===== src/rtl/cp0_exc_ctrl_pkg.sv =====
// Shared CP0 definitions: register numbers, field positions, exception codes,
// FSM state encoding and the trap EPC helper.
package cp0_exc_ctrl_pkg;

  localparam logic [4:0] CP0_SR    = 5'd12;
  localparam logic [4:0] CP0_CAUSE = 5'd13;
  localparam logic [4:0] CP0_EPC   = 5'd14;
  localparam logic [4:0] CP0_PRID  = 5'd15;

  localparam int SR_IE_BIT    = 0;
  localparam int SR_EXL_BIT   = 1;
  localparam int IM_LO        = 10;
  localparam int IM_HI        = 15;
  localparam int CAUSE_BD_BIT = 31;
  localparam int EXC_LO       = 2;
  localparam int EXC_HI       = 6;

  localparam logic [31:0] DEF_HANDLER_ADDR = 32'h0000_4180;
  localparam logic [31:0] DEF_PRID_VAL     = 32'h2018_1225;

  typedef enum logic [4:0] {
    EXC_INT  = 5'd0,
    EXC_ADEL = 5'd4,
    EXC_ADES = 5'd5,
    EXC_RI   = 5'd10,
    EXC_OV   = 5'd12
  } exc_code_e;

  // FSM state encoding matches SR.EXL so the two can be compared directly.
  typedef enum logic {
    ST_RUN     = 1'b0,
    ST_HANDLER = 1'b1
  } cp0_state_e;

  // A delay-slot instruction restarts at its branch, one word earlier.
  function automatic logic [31:0] trap_epc(input logic [31:0] pc, input logic bd);
    logic [31:0] raw;
    raw = bd ? (pc - 32'd4) : pc;
    return {raw[31:2], 2'b00};
  endfunction

endpackage


===== src/rtl/cp0_exc_ctrl_if.sv =====
// Pipeline <-> CP0 bundle. Every input is sampled on the rising clock edge;
// outputs marked combinational react within the same cycle.
interface cp0_exc_ctrl_if;
  import cp0_exc_ctrl_pkg::*;

  logic [31:0] PC_M;
  logic        Valid_M;
  logic [6:2]  ExcCode_M;
  logic        BD_M;
  logic [7:2]  HWInt;
  logic        WE;
  logic [4:0]  A1;
  logic [4:0]  A2;
  logic [31:0] DIn;
  logic        EretM;
  logic [31:0] DOut;
  logic [31:0] EPC_out;
  logic        Flush;
  logic        Redirect;
  logic [31:0] Target;
  logic        EXL;
  cp0_state_e  state_dbg;

  modport master (
    output PC_M, Valid_M, ExcCode_M, BD_M, HWInt, WE, A1, A2, DIn, EretM,
    input  DOut, EPC_out, Flush, Redirect, Target, EXL, state_dbg
  );

  modport slave (
    input  PC_M, Valid_M, ExcCode_M, BD_M, HWInt, WE, A1, A2, DIn, EretM,
    output DOut, EPC_out, Flush, Redirect, Target, EXL, state_dbg
  );
endinterface


===== src/rtl/cp0_exc_ctrl_regfile.sv =====
// SR/Cause/EPC/PrID storage and the mfc0 read mux. A trap update takes
// precedence over a same-cycle mtc0; eret only clears EXL.
module cp0_exc_ctrl_regfile
  import cp0_exc_ctrl_pkg::*;
#(
  parameter logic [31:0] PRID_VAL = DEF_PRID_VAL
) (
  input  logic        clk,
  input  logic        reset,
  input  logic        trap_i,
  input  logic        trap_bd_i,
  input  logic [31:0] trap_epc_i,
  input  logic [4:0]  trap_code_i,
  input  logic        eret_i,
  input  logic [5:0]  hwint_i,
  input  logic        we_i,
  input  logic [4:0]  a1_i,
  input  logic [4:0]  a2_i,
  input  logic [31:0] din_i,
  output logic [31:0] dout_o,
  output logic [31:0] epc_o,
  output logic [5:0]  im_o,
  output logic        ie_o,
  output logic        exl_o
);

  logic [5:0]  im_q;
  logic        ie_q;
  logic        exl_q;
  logic        bd_q;
  logic [5:0]  ip_q;
  logic [4:0]  code_q;
  logic [31:0] epc_q;

  always_ff @(posedge clk) begin
    if (reset) begin
      im_q   <= '0;
      ie_q   <= 1'b0;
      exl_q  <= 1'b0;
      bd_q   <= 1'b0;
      ip_q   <= '0;
      code_q <= '0;
      epc_q  <= '0;
    end else begin
      ip_q <= hwint_i;
      if (trap_i) begin
        exl_q  <= 1'b1;
        bd_q   <= trap_bd_i;
        epc_q  <= trap_epc_i;
        code_q <= trap_code_i;
      end else begin
        if (we_i && a2_i == CP0_SR) begin
          im_q  <= din_i[IM_HI:IM_LO];
          ie_q  <= din_i[SR_IE_BIT];
          exl_q <= din_i[SR_EXL_BIT];
        end
        if (we_i && a2_i == CP0_EPC) begin
          epc_q <= din_i;
        end
        // Placed last so eret beats an mtc0 SR in the same cycle.
        if (eret_i) begin
          exl_q <= 1'b0;
        end
      end
    end
  end

  logic [31:0] sr_word;
  logic [31:0] cause_word;

  always_comb begin
    sr_word                   = '0;
    sr_word[IM_HI:IM_LO]      = im_q;
    sr_word[SR_EXL_BIT]       = exl_q;
    sr_word[SR_IE_BIT]        = ie_q;
    cause_word                = '0;
    cause_word[CAUSE_BD_BIT]  = bd_q;
    cause_word[IM_HI:IM_LO]   = ip_q;
    cause_word[EXC_HI:EXC_LO] = code_q;
    case (a1_i)
      CP0_SR:    dout_o = sr_word;
      CP0_CAUSE: dout_o = cause_word;
      CP0_EPC:   dout_o = epc_q;
      CP0_PRID:  dout_o = PRID_VAL;
      default:   dout_o = '0;
    endcase
  end

  assign epc_o = epc_q;
  assign im_o  = im_q;
  assign ie_o  = ie_q;
  assign exl_o = exl_q;

endmodule


===== src/rtl/cp0_exc_ctrl.sv =====
// Trap/eret decision FSM for the M stage. Flush, Redirect and Target are
// combinational so fetch is redirected in the same cycle the trap is seen.
module cp0_exc_ctrl
  import cp0_exc_ctrl_pkg::*;
#(
  parameter logic [31:0] HANDLER_ADDR = DEF_HANDLER_ADDR,
  parameter logic [31:0] PRID_VAL     = DEF_PRID_VAL
) (
  input  logic           clk,
  input  logic           reset,
  cp0_exc_ctrl_if.slave  bus
);

  cp0_state_e  state_q;
  logic [5:0]  im;
  logic        ie;
  logic        exl;
  logic [31:0] epc_q;
  logic        int_req;
  logic        exc_req;
  logic        req;
  logic        eret_take;
  logic [4:0]  trap_code;
  logic [31:0] epc_out;
  logic        sr_write;

  // Requests are masked in the handler and while reset is held.
  assign int_req   = (|(bus.HWInt & im)) & ie & bus.Valid_M
                     & (state_q == ST_RUN) & ~reset;
  assign exc_req   = (bus.ExcCode_M != 5'd0) & bus.Valid_M
                     & (state_q == ST_RUN) & ~reset;
  assign req       = int_req | exc_req;
  assign eret_take = bus.EretM & (state_q == ST_HANDLER) & ~reset;
  assign trap_code = int_req ? EXC_INT : bus.ExcCode_M;
  assign sr_write  = bus.WE && (bus.A2 == CP0_SR);

  // Bypass lets an eret directly after an mtc0 EPC return to the new value.
  assign epc_out = (bus.WE && bus.A2 == CP0_EPC) ? bus.DIn : epc_q;

  always_ff @(posedge clk) begin
    if (reset) begin
      state_q <= ST_RUN;
    end else begin
      case (state_q)
        ST_RUN: begin
          if (req)                           state_q <= ST_HANDLER;
          else if (sr_write && bus.DIn[SR_EXL_BIT])  state_q <= ST_HANDLER;
        end
        ST_HANDLER: begin
          if (eret_take)                     state_q <= ST_RUN;
          else if (sr_write && !bus.DIn[SR_EXL_BIT]) state_q <= ST_RUN;
        end
        default: state_q <= ST_RUN;
      endcase
    end
  end

  cp0_exc_ctrl_regfile #(
    .PRID_VAL (PRID_VAL)
  ) u_regfile (
    .clk         (clk),
    .reset       (reset),
    .trap_i      (req),
    .trap_bd_i   (bus.BD_M),
    .trap_epc_i  (trap_epc(bus.PC_M, bus.BD_M)),
    .trap_code_i (trap_code),
    .eret_i      (eret_take),
    .hwint_i     (bus.HWInt),
    .we_i        (bus.WE),
    .a1_i        (bus.A1),
    .a2_i        (bus.A2),
    .din_i       (bus.DIn),
    .dout_o      (bus.DOut),
    .epc_o       (epc_q),
    .im_o        (im),
    .ie_o        (ie),
    .exl_o       (exl)
  );

  assign bus.EPC_out   = epc_out;
  assign bus.Flush     = req | eret_take;
  assign bus.Redirect  = req | eret_take;
  assign bus.Target    = req ? HANDLER_ADDR : (eret_take ? epc_out : 32'd0);
  assign bus.EXL       = exl;
  assign bus.state_dbg = state_q;

endmodule


===== src/flat_wrapper.sv =====
// flat-port wrapper written by rule: the top's interface ports become plain ports
module cp0_exc_ctrl_flat import cp0_exc_ctrl_pkg::*;
#(
  parameter logic [31:0] HANDLER_ADDR = DEF_HANDLER_ADDR,
  parameter logic [31:0] PRID_VAL     = DEF_PRID_VAL
)
  (clk, reset, bus_PC_M, bus_Valid_M, bus_ExcCode_M, bus_BD_M, bus_HWInt, bus_WE, bus_A1, bus_A2, bus_DIn, bus_EretM, bus_DOut, bus_EPC_out, bus_Flush, bus_Redirect, bus_Target, bus_EXL, bus_state_dbg);
  cp0_exc_ctrl_if bus_i ();
  input  logic clk;
  input  logic reset;
  input wire logic [$bits(bus_i.PC_M)-1:0] bus_PC_M;
  input wire logic [$bits(bus_i.Valid_M)-1:0] bus_Valid_M;
  input wire logic [$bits(bus_i.ExcCode_M)-1:0] bus_ExcCode_M;
  input wire logic [$bits(bus_i.BD_M)-1:0] bus_BD_M;
  input wire logic [$bits(bus_i.HWInt)-1:0] bus_HWInt;
  input wire logic [$bits(bus_i.WE)-1:0] bus_WE;
  input wire logic [$bits(bus_i.A1)-1:0] bus_A1;
  input wire logic [$bits(bus_i.A2)-1:0] bus_A2;
  input wire logic [$bits(bus_i.DIn)-1:0] bus_DIn;
  input wire logic [$bits(bus_i.EretM)-1:0] bus_EretM;
  output wire logic [$bits(bus_i.DOut)-1:0] bus_DOut;
  output wire logic [$bits(bus_i.EPC_out)-1:0] bus_EPC_out;
  output wire logic [$bits(bus_i.Flush)-1:0] bus_Flush;
  output wire logic [$bits(bus_i.Redirect)-1:0] bus_Redirect;
  output wire logic [$bits(bus_i.Target)-1:0] bus_Target;
  output wire logic [$bits(bus_i.EXL)-1:0] bus_EXL;
  output wire logic [$bits(bus_i.state_dbg)-1:0] bus_state_dbg;
  assign bus_i.PC_M = bus_PC_M;
  assign bus_i.Valid_M = bus_Valid_M;
  assign bus_i.ExcCode_M = bus_ExcCode_M;
  assign bus_i.BD_M = bus_BD_M;
  assign bus_i.HWInt = bus_HWInt;
  assign bus_i.WE = bus_WE;
  assign bus_i.A1 = bus_A1;
  assign bus_i.A2 = bus_A2;
  assign bus_i.DIn = bus_DIn;
  assign bus_i.EretM = bus_EretM;
  assign bus_DOut = bus_i.DOut;
  assign bus_EPC_out = bus_i.EPC_out;
  assign bus_Flush = bus_i.Flush;
  assign bus_Redirect = bus_i.Redirect;
  assign bus_Target = bus_i.Target;
  assign bus_EXL = bus_i.EXL;
  assign bus_state_dbg = bus_i.state_dbg;
  cp0_exc_ctrl #(.HANDLER_ADDR(HANDLER_ADDR), .PRID_VAL(PRID_VAL)) u_core (.clk(clk), .reset(reset), .bus(bus_i));
endmodule

===== config.mk =====
export PLATFORM = sky130hd
export DESIGN_NAME = cp0_exc_ctrl_flat
export DESIGN_NICKNAME = d
export VERILOG_FILES = /design/src/rtl/cp0_exc_ctrl_pkg.sv /design/src/rtl/cp0_exc_ctrl_if.sv /design/src/rtl/cp0_exc_ctrl_regfile.sv /design/src/rtl/cp0_exc_ctrl.sv /design/src/flat_wrapper.sv
export SDC_FILE = /design/constraint.sdc
export NUM_CORES = 1
export LEC_CHECK = 0
export ABC_AREA = 1
export CAP_MARGIN = 20
export CORE_MARGIN = 2
export CORE_UTILIZATION = 40
export DETAILED_ROUTE_END_ITERATION = 8
export PLACE_DENSITY_LB_ADDON = 0.3
export SYNTH_ARGS = -nofsm -noshare
export SYNTH_HDL_FRONTEND = slang
export SYNTH_HIERARCHICAL = 1
export SYNTH_SLANG_ARGS = --single-unit
export TNS_END_PERCENT = 100

===== constraint.sdc =====
create_clock -name clk -period 2 [get_ports clk]
set_clock_uncertainty 0.1 [all_clocks]
set_input_delay 0.2 -clock clk [delete_from_list [all_inputs] [get_ports clk]]
set_output_delay 0.2 -clock clk [all_outputs]
set_load 0.03 [all_outputs]

; ---- Word level (Yosys, flattened, before mapping)
; Index checks and enable logic that the tools add are counted.
[word_totals]
in_bits = 91
ff_bits = 53
out_inout_bits = 100
[classes]
reduce_logical = 10
bitwise_logic = 15
n_eq_ne = 6
add_sub_neg = 1
mux = 15
[op_table]
columns = cell, n
row1 = 32-bit two-way mux, 5
row2 = 32-bit one-hot mux with 4 select lines, 1
row3 = "32-bit by 3-bit subtractor with 32-bit output, second input constant", 1
row4 = "5-bit by 4-bit equality test with 1-bit output, second input constant", 6
row5 = 1-bit AND, 9
row6 = 1-bit two-way mux, 7
row7 = 6-bit AND, 1
row8 = 6-bit OR reduction, 1
row9 = 5-bit two-way mux, 1
row10 = 5-bit nonzero test, 1
row11 = 1-bit logical AND, 4
row12 = 1-bit NOT, 3
row13 = 3-bit nonzero test, 1
row14 = 1-bit OR, 2
row15 = 1-bit one-hot mux with 2 select lines, 1
row16 = 2-bit AND reduction, 1
row17 = 2-bit OR reduction, 1
row18 = 1-bit logical NOT, 1

; ---- Logic depth before layout (Yosys ltp)
; Gate-level depths: netlist (run 1).
[logic_depth]
ltp_word = 9
mapped_depth = 15
ltp_nobuf = 15

; ---- By module
; The synthesis (run 1) kept the hierarchy.
[by_module_without_submodules]
columns = module, n_inst, cells_each, seq_area_each_um2, area_each_um2
row1 = cp0_exc_ctrl_regfile, 1, 478, 1041.0, 2859.0
row2 = cp0_exc_ctrl, 1, 377, 20.0, 1860.5

; ---- Worst setup path before layout (run 1)
; No wires, ideal clock.
[synth_timing]
path_kind = reg-to-reg
start = register u_core.state_q (netlist: u_core/bus.state_dbg)
end = register u_core.u_regfile.exl_q (netlist: u_core/u_regfile/exl_o)
arrival_time_ns = 1.911
required_ns = 1.786
stages_incl_launch_ff = 14
slack_ns = -0.125
setup_time_ns = 0.114
cell_sequence = dfxtp_1 > nor2_1 > nand2_1 > nor2_1 > nand2_1 > inv_1 > a21oi_1 > inv_1 > inv_1 > buf_2 > buf_2 > nand3_1 > nand2_1 > nor2_1
[synth_via]
elab_chain_len = 5
[synth_lines]
columns = element, line_no
row1 = from (decl), cp0_exc_ctrl.sv:14  ; cp0_state_e state_q;
row2 = from (signal assigned), cp0_exc_ctrl.sv:42  ; state_q <= ST_RUN;
row3 = from (signal assigned), cp0_exc_ctrl.sv:46  ; if (req) state_q <= ST_HANDLER;
row4 = from (signal assigned), cp0_exc_ctrl.sv:47  ; else if (sr_write && bus.DIn[SR_EXL_BIT]) state_q <= ST_HANDLER;
row5 = 1-bit NOT (*), "cp0_exc_ctrl.sv:29, cp0_exc_ctrl.sv:31"
row6 = "1-bit AND, on equally long branches (2 in series)", "cp0_exc_ctrl.sv:29, cp0_exc_ctrl.sv:31"
row7 = 1-bit OR (*), cp0_exc_ctrl.sv:32  ; assign req = int_req | exc_req;
row8 = via u_core.req, cp0_exc_ctrl.sv:21  ; logic req;
row9 = 3-bit nonzero test (no source line) or 1-bit two-way mux (tied branches), n/a
row10 = to (signal assigned), cp0_exc_ctrl_regfile.sv:55  ; exl_q <= din_i[SR_EXL_BIT];
row11 = to (decl), cp0_exc_ctrl_regfile.sv:29  ; logic exl_q;
; The timed path passes the listed nets; every way through them passes the cells marked *.
; A chain may end at the register's enable or synchronous reset.

; ---- Worst setup path in the final report (run 1)
[layout_timing]
start = input bus_A1[1]
end = output bus_DOut[6]
[layout_via]
elab_chain_len = 2
[layout_lines]
columns = element, line_no
row1 = from (decl), flat_wrapper.sv:17  ; input wire logic [$bits(bus_i.A1)-1:0] bus_A1;
row2 = 5-bit by 4-bit equality test with 1-bit output, cp0_exc_ctrl_regfile.sv:80  ; case (a1_i)
row3 = 32-bit one-hot mux with 4 select lines (*), cp0_exc_ctrl_regfile.sv:80
row4 = to (decl), flat_wrapper.sv:21  ; output wire logic [$bits(bus_i.DOut)-1:0] bus_DOut;
; Mark *: on every way between the ends. The rest lies on a longest branch, timed or not.

==> results of run 1 <==
worst max-delay path, cell delays in order:
cell and delay (ns):
clkdlybuf4s50_1 0.45, buf_4 0.17, nor4_4 0.28, buf_6 0.18, nand2_1 0.06, o21ai_1 0.09
buf_4 0.18
routing by layer:
metal  wire length, um  share of wire, %
met5                 0                 0
met4               262               1.5
met3               925               5.4
met2              8180                48
met1              7650                45
power breakdown:
group	internal, mW	switching (mW)	leakage [nW]
clock network	0.626	0.422	0.0831
logic	0.555	0.676	3.54
registers	1.13	0.0392	0.436
total	2.31	1.14	4.06
layout make-up:
type,instances,share of cell area [%]
timing repair buffer,271,33.4
multi-input combinational,611,39.8
inverter,159,7.97
tap,143,2.37
clock inverter,2,0.497
sequential,53,14.1
clock buffer,6,1.84
cells in the mapped netlist:
cell type	instances
nor2_2	4
nor2_4	3
nand3_2	2
buf_2	18
clkinv_2	1
nand3_1	55
nand3b_1	6
nand2_4	2
ha_1	1
nor2_1	164
o21ai_0	26
nor3_2	2
conb_1	1
nand2_1	248
nand3_4	4
xor2_1	13
buf_4	1
nor2_8	2
clkbuf_1	11
nor3_1	7
nand4_1	4
nand2_2	1
o21a_1	29
inv_2	3
o21ai_1	7
nor4_4	1
inv_1	155
xnor2_1	8
o211ai_1	4
nor4_1	1
nand4_2	1
a21oi_1	14
dfxtp_1	53
buf_6	3
path summary, 6_finish.rpt:
kind	to	cells after the start	slack, ns
max	bus_DOut[6]	7	0.08
max reg2reg	u_core/u_regfile/ie_o$_SDFFE_PP0P_	14	0.15
min reg2reg	u_core/u_regfile/epc_o[12]$_SDFFE_PP0P_	2	0.41
min	u_core/u_regfile/ip_q[2]$_SDFF_PP0_	3	0.06
cell families (layout without fill, tap and decap cells):
group	Yosys count	in the layout	synth area share, %
AND/OR/NAND/NOR	507	507	46.7
flip-flops	53	53	22.5
adder cells (fa/ha/maj)	1	1	0.265
AO/OA/AOI/OAI	80	80	10.2
buffers and inverters	192	438	16.3
other	1	2	0.0795
XOR/XNOR	21	21	3.90
flip-flops by register name, indices dropped and copies added (netlist names):
| signal | count |
|---|---|
| u_core/u_regfile/epc_o | 32 |
| u_core/u_regfile/im_o | 6 |
| u_core/u_regfile/ip_q | 6 |
| u_core/u_regfile/code_q | 5 |
| u_core/bus.state_dbg | 1 |
| u_core/u_regfile/bd_q | 1 |
| u_core/u_regfile/exl_o | 1 |
| u_core/u_regfile/ie_o | 1 |
stage by stage:
stage,hold WS (ns),setup slack [ns],instances
6_report,0.0611,0.0803,1245
5_1_grt,0.0644,-0.0148,1245
4_1_cts,0.354,0.00783,1244
3_5_place_dp,0.388,-0.237,1227
3_3_place_gp,0.384,-0.169,1227
2_1_floorplan,0.169,0.00348,856
timing repair:
item | CTS | global route
resized for setup | 21 | 45
hold endpoints to repair | 0 | 0
buffers inserted | 5 | 2
pin swaps | 7 | 12
endpoints found under the setup margin | 25 | 75
gates cloned | 4 | 0
==> metrics.csv, run 1 <==
metric,value,unit
largest area contributor in the netlist,dfxtp_1,
die area,12700,um^2
post-route ant nets,0,
initial drt markers,425,
Final Critical Period,1.92,ns
"Req. time, crit path",1.70,ns
synthesized cell area,4720,um^2
TritonCTS clock tree,done,
Port Buf Inserts,188,
Register Area,1060,um^2
met1 Use GR,34.5,%
cell leakage power,4.06,nW
DRT Pass-1 Iters,5,
Yosys Warn Count,6,
largest net degree at the start of global routing,38,
post-synth top area share,22.5,%
"most common cell after layout, fill and taps aside",nand2_1,
fmax,521,MHz
Initial Util,41.2,%
worst hold start,bus_HWInt[2],
type of origin of the critical path,input port,
Final Hold Vio Count,0,
total power,3.44,mW
Synth Instances,855,
grt ovf,0,
routed vias/inst,4.80,
area grow syn2layout,60.0,%
initial antenna violation count,0,
worst hold path type,input port to register,
fin crit share,96.0,%
peak supply drop,433,uV
GP Congestion,0.903,
final core occ,65.8,%
Crit. Startpoint,bus_A1[1],
DRC viols,0,
Setup Crit Path Kind,input port to output port,
main area contributors after synthesis,"dfxtp_1 22%, nand2_1 20%, nor2_1 13%",
root buffer cell,clkbuf_16,
total number of vias,5973,
RR Startpoint,u_core/u_regfile/im_o[2]$_SDFFE_PP0P_,
# diodes,0,
core area,11500,um^2
clk sinks,53,
hold buffers post-CTS,0,
multi-input logic area,3010,um^2
final-layout fill cell count,1101,
Site Rows,39,
first-pass GRT wire length,26800,um
clk buf depth,2,
share of layout cells above drive strength 1,22.0,%
Placed Instance Area,7030,um^2
grt peak-use layer,met2,
mean post-synth cell area,5.52,um^2
Max Slew Vio Count,0,
vias in the first global route,5455,
final WL,17000,um
Num CTS Buffers,5,
critical path capture point type,output port,
met2 usage,44.3,%
Worst-path clk slew,0.07,ns
nets@finish,1193,
Total Routing Usage GR,25.8,%
Die Span X,113,um
Global Route met3 Usage,2.97,%
"commonest non-fill, non-tap cells in the layout","238 x nand2_1, 159 x nor2_1, 157 x buf_4",
CP Data Arrival Time,1.62,ns
H-tree depth,2,
drt wl/cell,13.7,um
post-synthesis sequential element count,53,
chip height,113,um
CP max FO,8,
P per Cell Area,456,nW/um^2
post-DP HPWL,12400,um
status,finished clean,
Setup Viol. Count Final,0,
Setup TNS,0,ns
register area share after synthesis,22.5,%
Ports,191,
design area,7550,um^2
max-cap violations,0,
Unique masters post-synth,34,
worst-skew pair later-pin latency,0.29,ns
Power figures use the tool's default switching activity.
==> inputs of run 2 (changes only) <==
Settings changed: CORE_MARGIN 2 to 8.
==> run 2 against run 1 <==
Compared with the run above:
- global-route usage fell by 4.9 points
- sequential power barely moved
- clock power fell by 20%
- wire length rose by 3.4%
- via count fell by 1.4%
==> metrics.csv, run 2 (synthesis results as in run 1) <==
metric,value,unit,change
max FFs per register,32,,unchanged
largest net degree at the start of global routing,49,,+29%
clk sinks,53,,unchanged
crit-path max cell delay,0.42,ns,-0.03 ns
Die Span X,125,um,+11%
nets@finish,1192,,-0.084%
total number of vias,5889,,-1.4%
peak supply drop,460,uV,+6.4%
"Req. time, crit path",1.70,ns,about the same
grt ovf,0,,unchanged
slack of the critical path,0.0811,ns,+0.000816 ns
"commonest non-fill, non-tap cells in the layout","242 x nand2_1, 161 x nor2_1, 157 x buf_4",,
initial antenna violation count,0,,unchanged
status,finished clean,,
fin crit share,95.9,%,about the same
Site Rows,39,,unchanged
post-route ant nets,0,,unchanged
crit-path cells,clkdlybuf4s50_1 -> nand2_1 -> nand2_1 -> nor2_2 -> nand3_1 -> nand2_1 -> inv_1 -> a21oi_2 -> buf_6 -> nand2_4 -> buf_12,,
crit-path most repeated cell,nand2_1,,
"Slowest-stage cell, CP",clkdlybuf4s50_1,,
CP max FO,5,,-3
initial drt markers,505,,+19%
die area,15500,um^2,+22%
Max Slew Vio Count,0,,unchanged
core area,11500,um^2,unchanged
Setup Crit Path Kind,input port to output port,,
Worst-path clk slew,0.07,ns,about the same
Initial Util,41.2,%,unchanged
hold buffers post-CTS,0,,unchanged
Final Hold Vio Count,0,,unchanged
GP Congestion,0.927,,+2.7%
DRC viols,0,,unchanged
total power,3.23,mW,-6.2%
DRT Pass-1 Iters,5,,unchanged
area grow syn2layout,58.0,%,
worst hold path type,input port to register,,
critical path capture point type,output port,,
P per Cell Area,433,nW/um^2,-5.0%
type of origin of the critical path,input port,,
drt wl/cell,14.2,um,+3.6%
"most common cell after layout, fill and taps aside",nand2_1,,
post-DP HPWL,13700,um,+10%
Final Critical Period,1.92,ns,-0.000816 ns
root buffer cell,clkbuf_16,,
Crit. Startpoint,bus_HWInt[2],,
worst-skew pair later-pin latency,0.29,ns,about the same
first-pass GRT wire length,27400,um,+2.4%
routed vias/inst,4.74,,-1.2%
RR Startpoint,u_core/u_regfile/im_o[3]$_SDFFE_PP0P_,,
clk buf depth,2,,unchanged
max-cap violations,0,,unchanged
final WL,17600,um,+3.4%
# diodes,0,,unchanged
Total Routing Usage GR,20.9,%,-4.9 points
CP Data Arrival Time,1.62,ns,about the same
fmax,521,MHz,about the same
Num CTS Buffers,5,,unchanged
worst hold start,bus_HWInt[1],,
Port Buf Inserts,188,,unchanged
H-tree depth,2,,unchanged
Ports,191,,unchanged
cell leakage power,4.07,nW,+0.31%
"worst slack, placed",-0.205,ns,+0.0318 ns
Setup Viol. Count Final,0,,unchanged
TritonCTS clock tree,done,,
vias in the first global route,5454,,-0.018%
share of layout cells above drive strength 1,20.9,%,-1.0 points
chip height,125,um,+11%
==> run 2: changes by cell type in the layout (fill, tap and decap cells not counted), moves of 3 or more <==
cell / delta
clkbuf_16: +3
dlygate4sd2_1: -4
nand2_1: +4
nand2_2: -4
dlymetal6s2s_1: +5
==> run 2: critical path: cells and delay by family <==
family / cells / cell delay, ns
buffers and inverters: 4 / 0.79
and+or+nand+nor: 6 / 0.48
AOI/OAI and AO/OA: 1 / 0.16
==> run 2: per-stage QoR <==
| step | std cells | instance area (um^2) | util (%) | hold WS (ns) | setup TNS (ns) |
|---|---|---|---|---|---|
| after global placement | 1230 | 7090 | 61.8 | 0.384 | -7.63 |
| after global routing | 1242 | 7460 | 65.0 | 0.0748 | -0.0154 |
| after CTS | 1237 | 7250 | 63.2 | 0.357 | -0.0195 |
| after floorplan | 856 | 4720 | - | 0.169 | 0 |
| after detailed placement | 1230 | 7090 | 61.8 | 0.385 | -7.94 |
| final | 1242 | 7460 | 65.0 | 0.0618 | 0 |
==> run 2: layout make-up <==
| class | instances | area [um^2] |
|---|---|---|
| fill | 1103 | 4010 |
| multi-input combinational | 611 | 2960 |
| timing repair buffer | 270 | 2520 |
| sequential | 53 | 1060 |
| inverter | 159 | 601 |
| clock buffer | 5 | 125 |
| clock inverter | 1 | 5.00 |
| tap | 143 | 179 |
==> run 2: power breakdown <==
group / internal [mW] / switching, mW / leakage [nW] / total, mW
sequential: 1.13 / 0.0383 / 0.435 / 1.16
combinational: 0.557 / 0.669 / 3.57 / 1.23
clock: 0.449 / 0.392 / 0.0655 / 0.841
total: 2.13 / 1.10 / 4.07 / 3.23
==> run 2: routing by layer <==
metal | wire length (um) | track usage, % | up-vias
li1 | - | - | 3057
met4 | 239 | 4.82 | 0
met1 | 7650 | 26.5 | 2594
met5 | 0 | 0 | -
met3 | 974 | 2.85 | 19
met2 | 8720 | 36.3 | 219
==> run 2: final timing paths <==
check                                                  to  slack (ns)  cells past startpoint
setup / recovery                             bus_Redirect        0.08                     11
hold / removal        u_core/u_regfile/ip_q[1]$_SDFF_PP0_        0.06                      3
setup reg to reg    u_core/u_regfile/im_o[1]$_SDFFE_PP0P_        0.20                     14
hold reg to reg   u_core/u_regfile/code_q[3]$_SDFFE_PP0P_        0.41                      2
==> run 2: repair_timing <==
item                                    CTS  global route
pin swaps                                 0            10
gates resized for setup                   7            36
setup buffers                             1             1
endpoints found under the setup margin   28           102
gates cloned                              0             4
